`src/rtl/key_encoder_pkg.sv`:
```
// Shared definitions for the key encoder: TABLE_ENTRY layout, field limits, FSM states.
package key_encoder_pkg;

    localparam int ENTRY_W = 128;

    typedef logic [ENTRY_W-1:0] table_entry_t;

    // TABLE_ENTRY field slices
    localparam int FN_HI   = 127;
    localparam int FN_LO   = 96;
    localparam int TYPE_HI = 95;
    localparam int TYPE_LO = 88;
    localparam int WT_HI   = 90;
    localparam int WT_LO   = 88;
    localparam int OFF_HI  = 87;
    localparam int OFF_LO  = 72;
    localparam int SIZE_HI = 71;
    localparam int SIZE_LO = 64;
    localparam int BASE_HI = 63;
    localparam int BASE_LO = 0;

    // Largest field number whose key still fits a 32-bit varint
    localparam logic [31:0] MAX_FIELD_NUM = 32'h1FFF_FFFF;

    typedef enum logic [1:0] {
        IDLE = 2'd0,
        EMIT = 2'd1,
        ADDR = 2'd2
    } key_enc_state_t;

    function automatic logic field_num_legal(input logic [31:0] fn);
        return (fn != '0) && (fn <= MAX_FIELD_NUM);
    endfunction

endpackage

```
`src/rtl/key_encoder_varint_len.sv`:
```
// Number of 7-bit varint groups needed to encode a 32-bit key (1..5).
module varint_len (
    input  logic [31:0] key,
    output logic [2:0]  nbytes
);

    // Leading-one detect per 7-bit group, highest group first
    always_comb begin
        nbytes = 3'd1;
        if (key[31:28] != '0)
            nbytes = 3'd5;
        else if (key[27:21] != '0)
            nbytes = 3'd4;
        else if (key[20:14] != '0)
            nbytes = 3'd3;
        else if (key[13:7] != '0)
            nbytes = 3'd2;
    end

endmodule

```
`src/rtl/key_encoder.sv`:
```
// Pops TABLE_ENTRY records, emits the protobuf field key as varint bytes,
// then hands the payload address/size to the payload reader.
module key_encoder
    import key_encoder_pkg::*;
#(
    parameter int ADDR_W    = 64,
    parameter int KEY_BYTES = 5
) (
    input  logic                clk,
    input  logic                reset,
    input  logic [ENTRY_W-1:0]  entry_in,
    input  logic                entry_valid,
    output logic                entry_ready,
    output logic [7:0]          out_byte,
    output logic                out_valid,
    output logic                out_last,
    input  logic                out_ready,
    output logic [ADDR_W-1:0]   field_addr,
    output logic [7:0]          field_size,
    output logic                field_valid,
    input  logic                field_ready,
    output logic                err
);

    localparam int CNT_W = $clog2(KEY_BYTES + 1);

    key_enc_state_t    state, state_nxt;
    logic              started_q;
    logic [31:0]       key_sh;
    logic [CNT_W-1:0]  remaining;
    logic [ADDR_W-1:0] addr_q;
    logic [7:0]        size_q;
    logic              err_q;

    logic [31:0]       entry_fn;
    logic [31:0]       entry_key;
    logic [2:0]        entry_nbytes;
    logic              entry_legal;
    logic              accept;
    logic              unused_type_bits;

    assign entry_fn    = entry_in[FN_HI:FN_LO];
    assign entry_key   = {entry_fn[28:0], entry_in[WT_HI:WT_LO]};
    assign entry_legal = field_num_legal(entry_fn);
    assign accept      = entry_valid && entry_ready;
    assign err         = err_q;

    assign unused_type_bits = &{1'b0, entry_in[TYPE_HI:WT_HI+1]};

    varint_len u_varint_len (
        .key    (entry_key),
        .nbytes (entry_nbytes)
    );

    // State register
    always_ff @(posedge clk or posedge reset) begin
        if (reset)
            state <= IDLE;
        else
            state <= state_nxt;
    end

    // Next-state and output decode; outputs are zero outside their own state
    always_comb begin
        state_nxt   = state;
        entry_ready = 1'b0;
        out_valid   = 1'b0;
        out_byte    = '0;
        out_last    = 1'b0;
        field_valid = 1'b0;
        field_addr  = '0;
        field_size  = '0;
        case (state)
            IDLE: begin
                entry_ready = started_q;
                if (entry_valid && started_q && entry_legal)
                    state_nxt = EMIT;
            end
            EMIT: begin
                out_valid = 1'b1;
                out_byte  = {(remaining > CNT_W'(1)), key_sh[6:0]};
                out_last  = (remaining == CNT_W'(1));
                if (out_ready && (remaining == CNT_W'(1)))
                    state_nxt = (size_q == '0) ? IDLE : ADDR;
            end
            ADDR: begin
                field_valid = 1'b1;
                field_addr  = addr_q;
                field_size  = size_q;
                if (field_ready)
                    state_nxt = IDLE;
            end
            default: state_nxt = IDLE;
        endcase
    end

    // Entry capture, key shifting and error pulse; started_q holds off
    // entry_ready until the first edge after reset release
    always_ff @(posedge clk or posedge reset) begin
        if (reset) begin
            started_q <= 1'b0;
            key_sh    <= '0;
            remaining <= '0;
            addr_q    <= '0;
            size_q    <= '0;
            err_q     <= 1'b0;
        end else begin
            started_q <= 1'b1;
            err_q     <= accept && !entry_legal;
            if (accept && entry_legal) begin
                key_sh    <= entry_key;
                remaining <= CNT_W'(entry_nbytes);
                addr_q    <= ADDR_W'(entry_in[BASE_HI:BASE_LO]) + ADDR_W'(entry_in[OFF_HI:OFF_LO]);
                size_q    <= entry_in[SIZE_HI:SIZE_LO];
            end else if (state == EMIT && out_ready) begin
                key_sh    <= key_sh >> 7;
                remaining <= remaining - CNT_W'(1);
            end
        end
    end

endmodule

```
`config.mk`:
```
export PLATFORM = sky130hd
export DESIGN_NAME = key_encoder
export DESIGN_NICKNAME = d
export VERILOG_FILES = /design/src/rtl/key_encoder_pkg.sv /design/src/rtl/key_encoder_varint_len.sv /design/src/rtl/key_encoder.sv
export SDC_FILE = /design/constraint.sdc
export NUM_CORES = 1
export LEC_CHECK = 0
export CELL_PAD_IN_SITES_DETAIL_PLACEMENT = 0
export CELL_PAD_IN_SITES_GLOBAL_PLACEMENT = 1
export CORE_AREA = 2 2 106 185
export CTS_CLUSTER_SIZE = 8
export DETAILED_ROUTE_END_ITERATION = 6
export DIE_AREA = 0 0 108 187
export PLACE_DENSITY_LB_ADDON = 0.1
export SLEW_MARGIN = 15
export SYNTH_ARGS = -nofsm -noshare
export SYNTH_HDL_FRONTEND = slang
export SYNTH_SLANG_ARGS = --single-unit
```
`constraint.sdc`:
```
create_clock -name clk -period 6.6 [get_ports clk]
set_clock_uncertainty 0.2 [all_clocks]
set_input_delay 1.32 -clock clk [delete_from_list [all_inputs] [get_ports clk]]
set_output_delay 1.32 -clock clk [all_outputs]
set_load 0.005 [all_outputs]
```
# Yosys cells after proc, flatten, opt, wreduce, memory -nomap -nowiden
# Cells that the tools add are included.
# W data, S select, Z words.
[classes]
addsub = 2
n_reduce_logical = 18
eq_ne = 6
order_cmp = 2
muxes = 20
[ops]
columns = ["cell", "count"]
rows = [
  ["$add A64 B16 Y64", 1],
  ["$mux W32", 2],
  ["$mux W64", 1],
  ["$le A32 B29 Y1 const B", 1],
  ["$reduce_bool A32 Y1", 1],
  ["$reduce_bool A7 Y1", 3],
  ["$mux W8", 2],
  ["$mux W3", 5],
  ["$mux W2", 5],
  ["$logic_and A1 B1 Y1", 8],
  ["$logic_not A8 Y1", 1],
  ["$ne A2 B2 Y1 const B", 3],
  ["$pmux W2 S3", 1],
  ["$mux W1", 4],
  ["$reduce_bool A4 Y1", 1],
  ["$eq A3 B1 Y1 const B", 1],
  ["$gt A3 B1 Y1 const B", 1],
  ["$reduce_and A3 Y1", 1],
  ["$sub A3 B1 Y3 const B", 1],
  ["$eq A2 B1 Y1 const B", 1],
  ["$eq A2 B2 Y1 const B", 1],
  ["$logic_not A2 Y1", 1],
  ["$reduce_bool A2 Y1", 1],
  ["$logic_not A1 Y1", 1],
]
[totals]
regBits = 111
wordCells = 55
input_bits = 133
out_inout_bits = 85

# Longest topological paths before layout
# Gate-level depths: netlist of run 1.
[logic_depth]
depth_word = 6
ltp_mapped = 10
ltp_nobuf = 9

# By module
# From an unflattened synthesis of run 1, not the netlist that was laid out.
[hier_totals]
cells_unflattened = 814
hier_area_um2 = 6872.8
[by_module_without_submodules]
columns = ["mod", "instances", "area_each_um2", "seq_area_each_um2", "cells_per_inst"]
rows = [
  ["key_encoder", 1, 6790.3, 2777.7, 801],
  ["varint_len", 1, 82.6, 0.0, 13],
]

# Worst setup path after synthesis of run 1
# No wires, ideal clock.
[synth_path]
kind = "input to register"
from = "input entry_in[0]"
to = "register addr_q[58]"
n_path_buf = 1
stages = 10
required_ns = 6.318
slack_ns = 2.875
setup_time_ns = 0.082
arrival_time_ns = 3.443
path_cell_list = "ha_1 > fa_1 > a211oi_2 > o21ai_2 > nand3_2 > a2111oi_4 > o211ai_2 > buf_6 > or4_1 > a31oi_1"
[synth_between]
elab_chain_len = 1
[synth_rtl]
columns = ["element", "line", "source"]
rows = [
  ["from (decl)", "key_encoder.sv:11", "input logic [ENTRY_W-1:0] entry_in,"],
  ["$add A64 B16 Y64", "key_encoder.sv:113", "addr_q <= ADDR_W'(entry_in[BASE_HI:BASE_LO]) + ADDR_W'(entry_in[OFF_HI:OFF_LO]);"],
  ["to (signal assigned)", "key_encoder.sv:113", ""],
  ["to (decl)", "key_encoder.sv:31", "logic [ADDR_W-1:0] addr_q;"],
]
# Every way passes these cells.
# A chain may end at the register's enable or synchronous reset.

# Final worst setup path of run 1
[layout_path]
from = "input entry_in[2]"
to = "register addr_q[33]"
# Same word-level chain as after synthesis.

==> key figures, run 1 <==
Die
  – Area of the core: 18900 µm²
  – Initial Utilization: a little over a third
  – Die area: between 20000 and 25000 µm²
  – Die H: 187 µm
  – Rows: 67
  – Die Wd: 108 µm
  – I/O pin cnt: 218

Layout
  – Area Growth Syn to Fin: 38.6%
  – Multi-input gate area: 3840 µm²
  – FF/Latch Area: 2780 µm²
  – Share of post-route cells with drive strength above 1: under 10%
  – Filler instances: 1865
  – N_diodes: 0
  – Nets: around 1100
  – Final instance area: 9480 µm²
  – Final Util: roughly half

CTS
  – CTS tree: yes
  – Reg clk slew, reported paths: about 0.08 ns
  – Clock Path Buffers: 2
  – TritonCTS sink count: about 110
  – CTS root buf: clkbuf_16
  – Skew-Pair Late Insertion Delay: 0.35 ns
  – Resized Gates After CTS: 0
  – Postcts setup bufs: 0
  – Total CTS buffers: 9
  – Hold buffer count at cts: 0
  – Max H-tree Level: 3

Power and ir drop
  – Sw power: 0.000752 W
  – IR drop worst, VDD: between 0.0001 and 0.00015 V
  – Switching part of the total: 32.5%
  – Pleak: 4.04 nW
  – Design internal power: roughly 0.0016 W
  – Part of the power in registers: 46.8%
  – Comb power frac: around 28%
  – Clock Power Share: between 20% and 30%
  – PwrDens: 244 nW/µm²
  – Final Power: between 0.002 and 0.0025 W

Global routing
  – Antenna violations before repair: 0
  – Vias in the first global route: approximately 6500
  – Total GRT Usage: 21.9%
  – Largest net degree at the start of global routing: roughly 110
  – Gr ovfl total: 0
  – Global-route wire length before repair: 34.4 mm

Route
  – DR DRC count: 0
  – Total iterations of the first detailed-routing run: 4
  – Number of routed nets with antenna violations: 0
  – Drt wl/cell: 17.6 µm
  – Via density per instance: 5.17
  – Drt total wl: 21.8 mm
  – First DRT Iteration DRCs: 273
  – Via count: 6408

Setup path
  – Worst path required time: 6.68 ns
  – Reg2Reg Depth: 7
  – Worst Setup SP: entry_in[2]
  – R2R Setup Slk: 3.87 ns
  – CP startpoint kind: input port
  – WP data arrival: around 4.5 ns
  – CP cell instances: clkdlybuf4s50_1, ha_1, o211ai_1, o21ai_1, o211ai_1, a31oi_4, o211ai_2, or4_1, a31oi_1
  – Worst Path Buf+Inv: 1
  – R2R Path Start: state[0]
  – CP peak stage delay: slightly above 0.6 ns
  – FF-to-FF End: key_sh[11]
  – Slowest CP cell: a31oi_4
  – CP endpoint: addr_q[33]
  – Critical-path maximum fanout: 19
  – Crit path capture type: register
  – Crit-path most repeated cell: o211ai_1
  – CP Depth: 9
  – Cell family with most CP delay: compound AO/OA/AOI/OAI gates
  – Kind of critical path: in -> reg

Timing
  – Final-report hold violation count: 0
  – Tcrit/Tclk final: 66.9%
  – Slew Limit Headroom: 36.5%
  – RSZ-0062 raised after global routing: no
  – Worst Tran Pin Value: 0.952 ns
  – Max Clock Freq: 227 MHz
  – Final Max Tran Viols: 0
  – Final setup violation count: 0
  – Setup TNS: 0 ns
  – Post-layout min period: roughly 4.4 ns

Run
  – Max-cap violations: 0

Place
  – GP Congestion: 0.926
  – DP HPWL: 16.2 mm
  – Port bufs: between 200 and 250
  – Placed inst area: between 9000 and 10000 µm²

Synth
  – Post-Synthesis Cells: 809
  – Asr flop ratio synth: 100%
  – Post-Syn Area: about 7000 µm²
  – Register bit count reported by yosys: 111
  – Yosys warning total: 0
  – Primary FF master, synth: dfrtp_1
  – EDFF count, synth: 0
  – Synth unique cells: 60
  – Mapped Nets: 961
  – Seq/Total Area, Yosys: roughly 41%
  – Synthesized area per cell: between 8 and 9 µm²

Worst hold path
  – Worst min path class: reg -> reg

Run status
  – Status: completed
-- worst min-delay path, delay by kind of cell (launching register included) --
| kind | cells | cell delay (ns) |
|---|---|---|
| AND/OR/NAND/NOR | 2 | 0.10 |
| flip-flops | 1 | 0.34 |
-- worst min-delay path by stage --
| stage | startpoint | to | slack, ns | depth (start not counted) |
|---|---|---|---|---|
| after CTS | key_sh[3] | key_sh[3] | 0.28 | 2 |
| final | key_sh[3] | key_sh[3] | 0.27 | 2 |
| after detailed placement | key_sh[3] | key_sh[3] | 0.26 | 2 |
| after global placement | addr_q[1] | addr_q[1] | 0.25 | 2 |
| after floorplan | addr_q[0] | addr_q[0] | 0.24 | 2 |
| after global routing | key_sh[23] | key_sh[23] | 0.30 | 2 |
-- stage by stage --
| stage | cells | hold WS [ns] | setup WS (ns) |
|---|---|---|---|
| final | 1240 | 0.271 | 2.19 |
| after global routing | 1240 | 0.299 | 1.96 |
| after CTS | 1239 | 0.277 | 2.15 |
| after detailed placement | 1223 | 0.256 | 1.76 |
| after global placement | 1223 | 0.251 | 1.75 |
| after floorplan | 809 | 0.237 | 2.15 |
-- routing by layer --
| metal | global-route usage (%) | wire length (µm) | vias to the layer above |
|---|---|---|---|
| li1 | - | - | 3181 |
| met1 | 23.6 | 8180 | 3025 |
| met2 | 41.6 | 12000 | 170 |
| met3 | 4.15 | 1140 | 32 |
| met4 | 7.10 | 533 | 0 |
| met5 | 0 | 0 | - |
-- registers in the layout (all words and copies together) (netlist names) --
register and cells:
key_sh 32, addr_q 64, size_q 8, state 2, started_q 1, err 1, remaining 3
-- cells in the final DEF, fill, tap and decap left out, types with 10 or more instances in the layout --
cell type          n
a31oi_1           14
inv_1             11
a22oi_1           25
dfrtp_1          111
nor3_1            14
xor2_1            39
nand2_1          173
nor2_1            31
ha_1              18
o211ai_1          12
a21oi_1           16
nand4_1           12
and3_1            13
and2_1            84
o21ai_0           69
nand3_1           19
o31ai_1           10
clkdlybuf4s50_1  212
-- kinds of logic (layout without fill, tap and decap cells) --
family	Yosys count	in the layout	synth area share (%)
and+or+nand+nor	386	386	27.8
AOI/OAI and AO/OA	184	184	18.1
DFF	111	111	40.6
buffers and inverters	59	249	3.58
xor gates and xnor gates	48	48	6.14
adders and majority gates	19	19	3.58
other	1	1	0.0548
muxes	1	1	0.165
-- power groups by stage --
| stage | sequential [W] | combinational (W) | clock [W] |
|---|---|---|---|
| 6_report | 0.00109 | 0.000653 | 0.000580 |
| 5_1_grt | 0.00112 | 0.000752 | 0.000629 |
| 4_1_cts | 0.00109 | 0.000663 | 0.000598 |
| 3_5_place_dp | 0.00110 | 0.000660 | 0 |
| 3_3_place_gp | 0.00110 | 0.000649 | 0 |
| 2_1_floorplan | 0.00106 | 0.000411 | 0 |
-- cell usage after synthesis, types with 5 or more instances --
library cell,number,area (µm²)
a22oi_1,25,188
and3_1,13,81.3
o2111ai_1,7,61.3
buf_2,12,60.1
or4_1,9,67.6
xnor2_1,9,78.8
o31ai_1,10,75.1
a31oi_1,14,87.6
a21o_1,7,52.6
nor3_1,14,70.1
ha_1,18,225
nor2b_1,5,31.3
o21ai_0,69,345
nand2_1,173,649
inv_1,12,45.0
a21oi_1,16,80.1
nand3_1,19,95.1
clkbuf_1,33,124
dfrtp_1,111,2780
nor4_1,5,31.3
xor2_1,39,342
and4_1,6,52.6
nor2_1,32,120
and2_1,84,526
o211ai_1,12,90.1
nand4_1,12,75.1
-- final cells by class --
cell class,instances,area share (%)
inverter,12,0.501
tap,241,3.18
multi-input combinational,639,40.5
sequential,111,29.3
timing repair buffer,221,23.2
clock inverter,7,0.910
clock buffer,9,2.37
No activity file was read; power rests on OpenSTA's default activity.
==> run 2, diff against run 1 <==
- CORE_AREA: 2 2 106 185 -> 2 2 111 193
- DIE_AREA: 0 0 108 187 -> 0 0 113 195
- clock period: 6.6 -> 4.2 ns (I/O delays scaled with it)
==> run 2 against run 1 <==
  * Die area up 9.1%
  * Sequential share of layout area down 0.69 points
  * Non-clock buffer count up 20
  * The flow now finishes with violations (DRC)
==> key figures, run 2 (same netlist as run 1, synthesis figures left out) <==
Timing
  – RSZ-0062 raised after global routing: no
  – Final setup violation count: 0
  – Tcrit/Tclk final: between 80 and 90%
  – Final WS setup: 0.657 ns
  – Final Max Tran Viols: 0
  – Max Clock Freq: 282 MHz
  – Final-report hold violation count: 0
  – Post-layout min period: 3.54 ns
  – Setup TNS: 0 ns
  – Slew Limit Headroom: approximately 44%
  – Worst Tran Pin Value: 0.836 ns

CTS
  – TritonCTS sink count: 111
  – Max H-tree Level: 3
  – CTS root buf: clkbuf_16
  – Hold buffer count at cts: 0
  – Clock Path Buffers: 2
  – Reg clk slew, reported paths: about 0.07 ns
  – Resized Gates After CTS: 0
  – Skew-Pair Late Insertion Delay: 0.36 ns
  – Total CTS buffers: 9
  – Postcts setup bufs: 0
  – CTS tree: yes

Setup path
  – Crit path capture type: register
  – CP peak stage delay: 0.53 ns
  – CP startpoint kind: input port
  – WP data arrival: ~3.6 ns
  – Worst Setup SP: entry_in[0]
  – Slowest CP cell: or4_1
  – Kind of critical path: in -> reg
  – Critical-path maximum fanout: 11
  – R2R Path Start: state[0]
  – Worst path required time: 4.29 ns
  – CP cell instances: clkdlybuf4s50_1, ha_1, fa_1, a211oi_2, o21ai_2, nand3_2, a2111oi_4, o211ai_2, or4_1, a31oi_1

Die
  – Initial Utilization: between 30% and 40%
  – Die H: 195 µm
  – Die Wd: 113 µm
  – I/O pin cnt: between 200 and 250
  – Die area: 22000 µm²
  – Rows: a little under 70
  – Area of the core: 20400 µm²

Place
  – DP HPWL: 17.7 mm
  – Port bufs: roughly 210
  – GP Congestion: 0.859
  – Pre-CTS setup slack: roughly 0.28 ns

Layout
  – Filler instances: 2013
  – Area Growth Syn to Fin: 41.9%
  – Multi-input gate area: 3840 µm²
  – Top reg by flops: addr_q
  – Commonest cells after routing, fill and taps aside: clkdlybuf4s50_1, nand2_1, dfrtp_1
  – Final Util: between 40% and 50%
  – N_diodes: 0
  – Regs by FF count: addr_q x64, key_sh x32, size_q x8
  – Largest register FFs: 64
  – FF/Latch Area: 2780 µm²
  – Nets: 1166
  – Share of post-route cells with drive strength above 1: 6.58%
  – Commonest non-fill, non-tap cell in the layout: clkdlybuf4s50_1

Route
  – Drt wl/cell: between 15 and 20 µm
  – Number of routed nets with antenna violations: 0
  – Via density per instance: between 5 and 6
  – First DRT Iteration DRCs: 305
  – WL met3: between 1 and 1.5 mm
  – Metal-1 WL: just over 8 mm
  – Met2 wire len: 12.9 mm
  – Via count: roughly 6400
  – Highest metal used: met4
  – DR DRC count: 17
  – Total iterations of the first detailed-routing run: 7
  – Drt total wl: about 23 mm

Global routing
  – Vias in the first global route: 6577
  – Gr ovfl total: 0
  – Largest net degree at the start of global routing: 50
  – Antenna violations before repair: 0
  – Global-route wire length before repair: about 36 mm
  – Total GRT Usage: 20.9%

Run status
  – Failing checks: DRC
  – Status: finished with violations

Power and ir drop
  – IR drop worst, VDD: 0.000163 V
  – PwrDens: 386 nW/µm²
  – Pleak: 4.16 nW

Worst hold path
  – Hold_sp: key_sh[1]
  – Worst min path class: reg -> reg

Run
  – Max-cap violations: 0
[run 2: changes by cell type in the layout (fill, tap and decap cells not counted), sizes merged]
cell      change
buf          +20
inv           -3
clkbuf        +2
bufinv        +1
clkinv        -1
clkinvlp      +1
[run 2: routing by layer]
metal	track usage, %	up-vias
li1	-	3227
met1	22.1	3002
met2	40.4	169
met3	3.79	31
met4	7.68	0
met5	0	-
[run 2: power by group]
part	total [W]	leakage (nW)	switching, W	internal, W
logic	0.00105	2.59	0.000540	0.000513
clock network	0.000977	0.158	0.000422	0.000555
registers	0.00172	1.41	0.000222	0.00149
[run 2: final timing paths]
path                         endpoint  slack, ns  cells past startpoint
max in group asynchronous  key_sh[11]       2.37                      3
min in group asynchronous  key_sh[31]       0.65                      2
min                         key_sh[1]       0.27                      2
max                        addr_q[62]       0.66                     10
min reg2reg                 key_sh[1]       0.27                      2
max reg2reg                key_sh[11]       1.50                      6
[run 2: critical path: cells and delay by family]
family                     cells  cell delay (ns)
AOI/OAI and AO/OA              5             1.15
and+or+nand+nor                2             0.68
adders and majority gates      2             0.48
buffers and inverters          1             0.46
[run 2: final cells by class]
type	instances	share of cell area (%)
Clock buffer	11	2.60
Clock inverter	5	0.824
Inverter	12	0.489
Multi-Input combinational cell	639	39.6
Sequential cell	111	28.6
Tap cell	248	3.19
Timing Repair Buffer	241	24.7
[run 2: metrics by stage]
step | total power [W] | hold slack [ns] | cells | instance area (µm²)
after floorplan | 0.00231 | 0.237 | 809 | 6840
after global placement | 0.00278 | 0.252 | 1251 | 9380
after detailed placement | 0.00281 | 0.255 | 1251 | 9380
after CTS | 0.00381 | 0.274 | 1267 | 9710
after global routing | 0.00403 | 0.289 | 1267 | 9710
final | 0.00375 | 0.267 | 1267 | 9710
==> run 3, diff against run 2 <==
- clock period: 4.2 -> 3.7 ns (I/O delays scaled with it)
==> run 3 against run 2 <==
  * The run still ends with DRC left
  * Register-to-register slack lost 0.15 ns
  * Worst setup slack lost 0.29 ns
  * Die area is the same
  * Wire length grew 2.1%
  * Clock power grew 1%
  * Non-clock buffer count grew 20
  * Final cell count grew 1.5%
  * Critical path type unchanged
==> key figures, run 3 (same netlist as run 1, synthesis figures left out) <==
Run status
  – Status: finished with violations
  – Failing checks: DRC

Route
  – Total iterations of the first detailed-routing run: 7
  – DR DRC count: 17
  – First DRT Iteration DRCs: ~400
  – Via count: 6542
  – Number of routed nets with antenna violations: 0
  – Drt wl/cell: 18.0 µm
  – Drt total wl: 23.2 mm
  – Via density per instance: 5.09

Layout
  – FF/Latch Area: 2780 µm²
  – Top reg by flops: addr_q
  – Filler instances: 2049
  – Final Util: 48.3%
  – Commonest non-fill, non-tap cell in the layout: clkdlybuf4s50_1
  – Multi-input gate area: 3840 µm²
  – Nets: 1186
  – Final instance area: 9850 µm²
  – N_diodes: 0
  – Regs by FF count: addr_q x64, key_sh x32, size_q x8
  – Commonest cells after routing, fill and taps aside: clkdlybuf4s50_1, nand2_1, dfrtp_1
  – Share of post-route cells with drive strength above 1: 8.19%
  – Non-Filler Instances: 1286
  – Largest register FFs: 64
  – Area Growth Syn to Fin: 43.9%

CTS
  – Postcts setup bufs: 0
  – Skew-Pair Late Insertion Delay: 0.35 ns
  – Resized Gates After CTS: 0
  – CTS tree: yes
  – Hold buffer count at cts: 0
  – Reg clk slew, reported paths: around 0.080 ns
  – TritonCTS sink count: 111
  – Max H-tree Level: 3
  – CTS root buf: clkbuf_16
  – Clock Path Buffers: 2
  – Total CTS buffers: 9

Setup path
  – Kind of critical path: in -> reg
  – Crit path capture type: register
  – Worst Path Buf+Inv: 1
  – R2R Setup Slk: 1.35 ns
  – Cell family with most CP delay: compound AO/OA/AOI/OAI gates
  – CP cell instances: clkdlybuf4s50_1, ha_1, fa_1, a211oi_2, o21ai_2, nand3_2, a2111oi_4, o211ai_2, or4_1, a31oi_1
  – Worst path required time: 3.78 ns
  – Critical-path maximum fanout: 9
  – CP startpoint kind: input port
  – FF-to-FF End: key_sh[13]
  – WP data arrival: 3.42 ns
  – Worst Setup SP: entry_in[0]
  – CP peak stage delay: between 0.5 and 0.6 ns
  – R2R Path Start: state[0]
  – Slowest CP cell: or4_1
  – Reg2Reg Depth: 7

Worst hold path
  – Hold path cells: 2
  – Worst Hold Path EP: key_sh[6]
  – Worst min path class: reg -> reg
  – Hold_sp: key_sh[6]

Global routing
  – Global-route wire length before repair: 36.1 mm
  – Vias in the first global route: 6642
  – Largest net degree at the start of global routing: 75
  – Gr ovfl total: 0
  – Antenna violations before repair: 0
  – Total GRT Usage: 21.1%

Power and ir drop
  – IR drop worst, VDD: 0.000206 V
  – Pleak: 4.24 nW
  – Final Power: around 0.0042 W
  – PwrDens: 422 nW/µm²

Timing
  – Worst Tran Pin Value: about 0.77 ns
  – Slew Limit Headroom: 48.3%
  – Tcrit/Tclk final: 90.1%
  – Post-layout min period: 3.33 ns
  – Final WS setup: 0.367 ns
  – Final setup violation count: 0
  – Max Clock Freq: 300 MHz
  – Final-report hold violation count: 0
  – RSZ-0062 raised after global routing: no
  – Final Max Tran Viols: 0

Run
  – Max-cap violations: 0

Die
  – Area of the core: 20400 µm²
  – I/O pin cnt: 218
  – Die area: 22000 µm²
  – Rows: 69
  – Initial Utilization: 33.6%
  – Die H: 195 µm
  – Die Wd: 113 µm

Place
  – Pre-CTS setup slack: -0.0122 ns
  – GP Congestion: 0.857
  – Post-placement cell count: 1271
  – Placed inst area: 9560 µm²
  – DP HPWL: 18.2 mm
  – Port bufs: 212
run 3: cell types whose count changed in the layout (fill, tap and decap cells not counted), sizes merged:
cell      previous run  this run
clkbuf              11        10
clkinvlp             2         3
buf                 29        49
bufinv               2         1
run 3: worst min-delay path: cells and delay by family (launching register included):
family | cells | cell delay [ns]
flops | 1 | 0.34
simple gates | 2 | 0.10
run 3: worst max path at each step:
stage	slack, ns	endpoint	cells past startpoint
detailed placement	-0.01	addr_q[62]	10
global placement	-0.003	addr_q[62]	10
floorplan	0.56	addr_q[58]	10
global route	0.22	addr_q[62]	10
finish	0.37	addr_q[58]	10
CTS	0.36	addr_q[62]	10
run 3: final cells by class:
type | instances | share of cell area [%]
flip-flops and latches | 111 | 28.2
well taps | 248 | 3.15
inverters | 12 | 0.496
multi-input cells | 639 | 39.0
repair buffers | 261 | 26.2
clock buffers | 10 | 2.33
clock inverters | 5 | 0.597
run 3: power breakdown:
| part | internal (W) | switching [W] |
|---|---|---|
| Combinational | 0.000603 | 0.000624 |
| Clock | 0.000524 | 0.000464 |
| Sequential | 0.00170 | 0.000246 |
run 3: routing by layer:
layer | wire length, µm | vias to the layer above | GRT usage (%) | share of wire, %
met5 | 0 | - | 0 | 0
met2 | 13000 | 161 | 40.7 | 56
met1 | 8340 | 3077 | 22.6 | 36
li1 | - | 3271 | - | -
met4 | 693 | 0 | 7.95 | 3.0
met3 | 1080 | 33 | 3.38 | 4.7
run 3: stage by stage:
| step | setup TNS (ns) | hold slack, ns |
|---|---|---|
| 2_1_floorplan | 0 | 0.237 |
| 5_1_grt | 0 | 0.287 |
| 3_3_place_gp | -0.00509 | 0.252 |
| 4_1_cts | 0 | 0.273 |
| 3_5_place_dp | -0.0213 | 0.255 |
| 6_report | 0 | 0.269 |
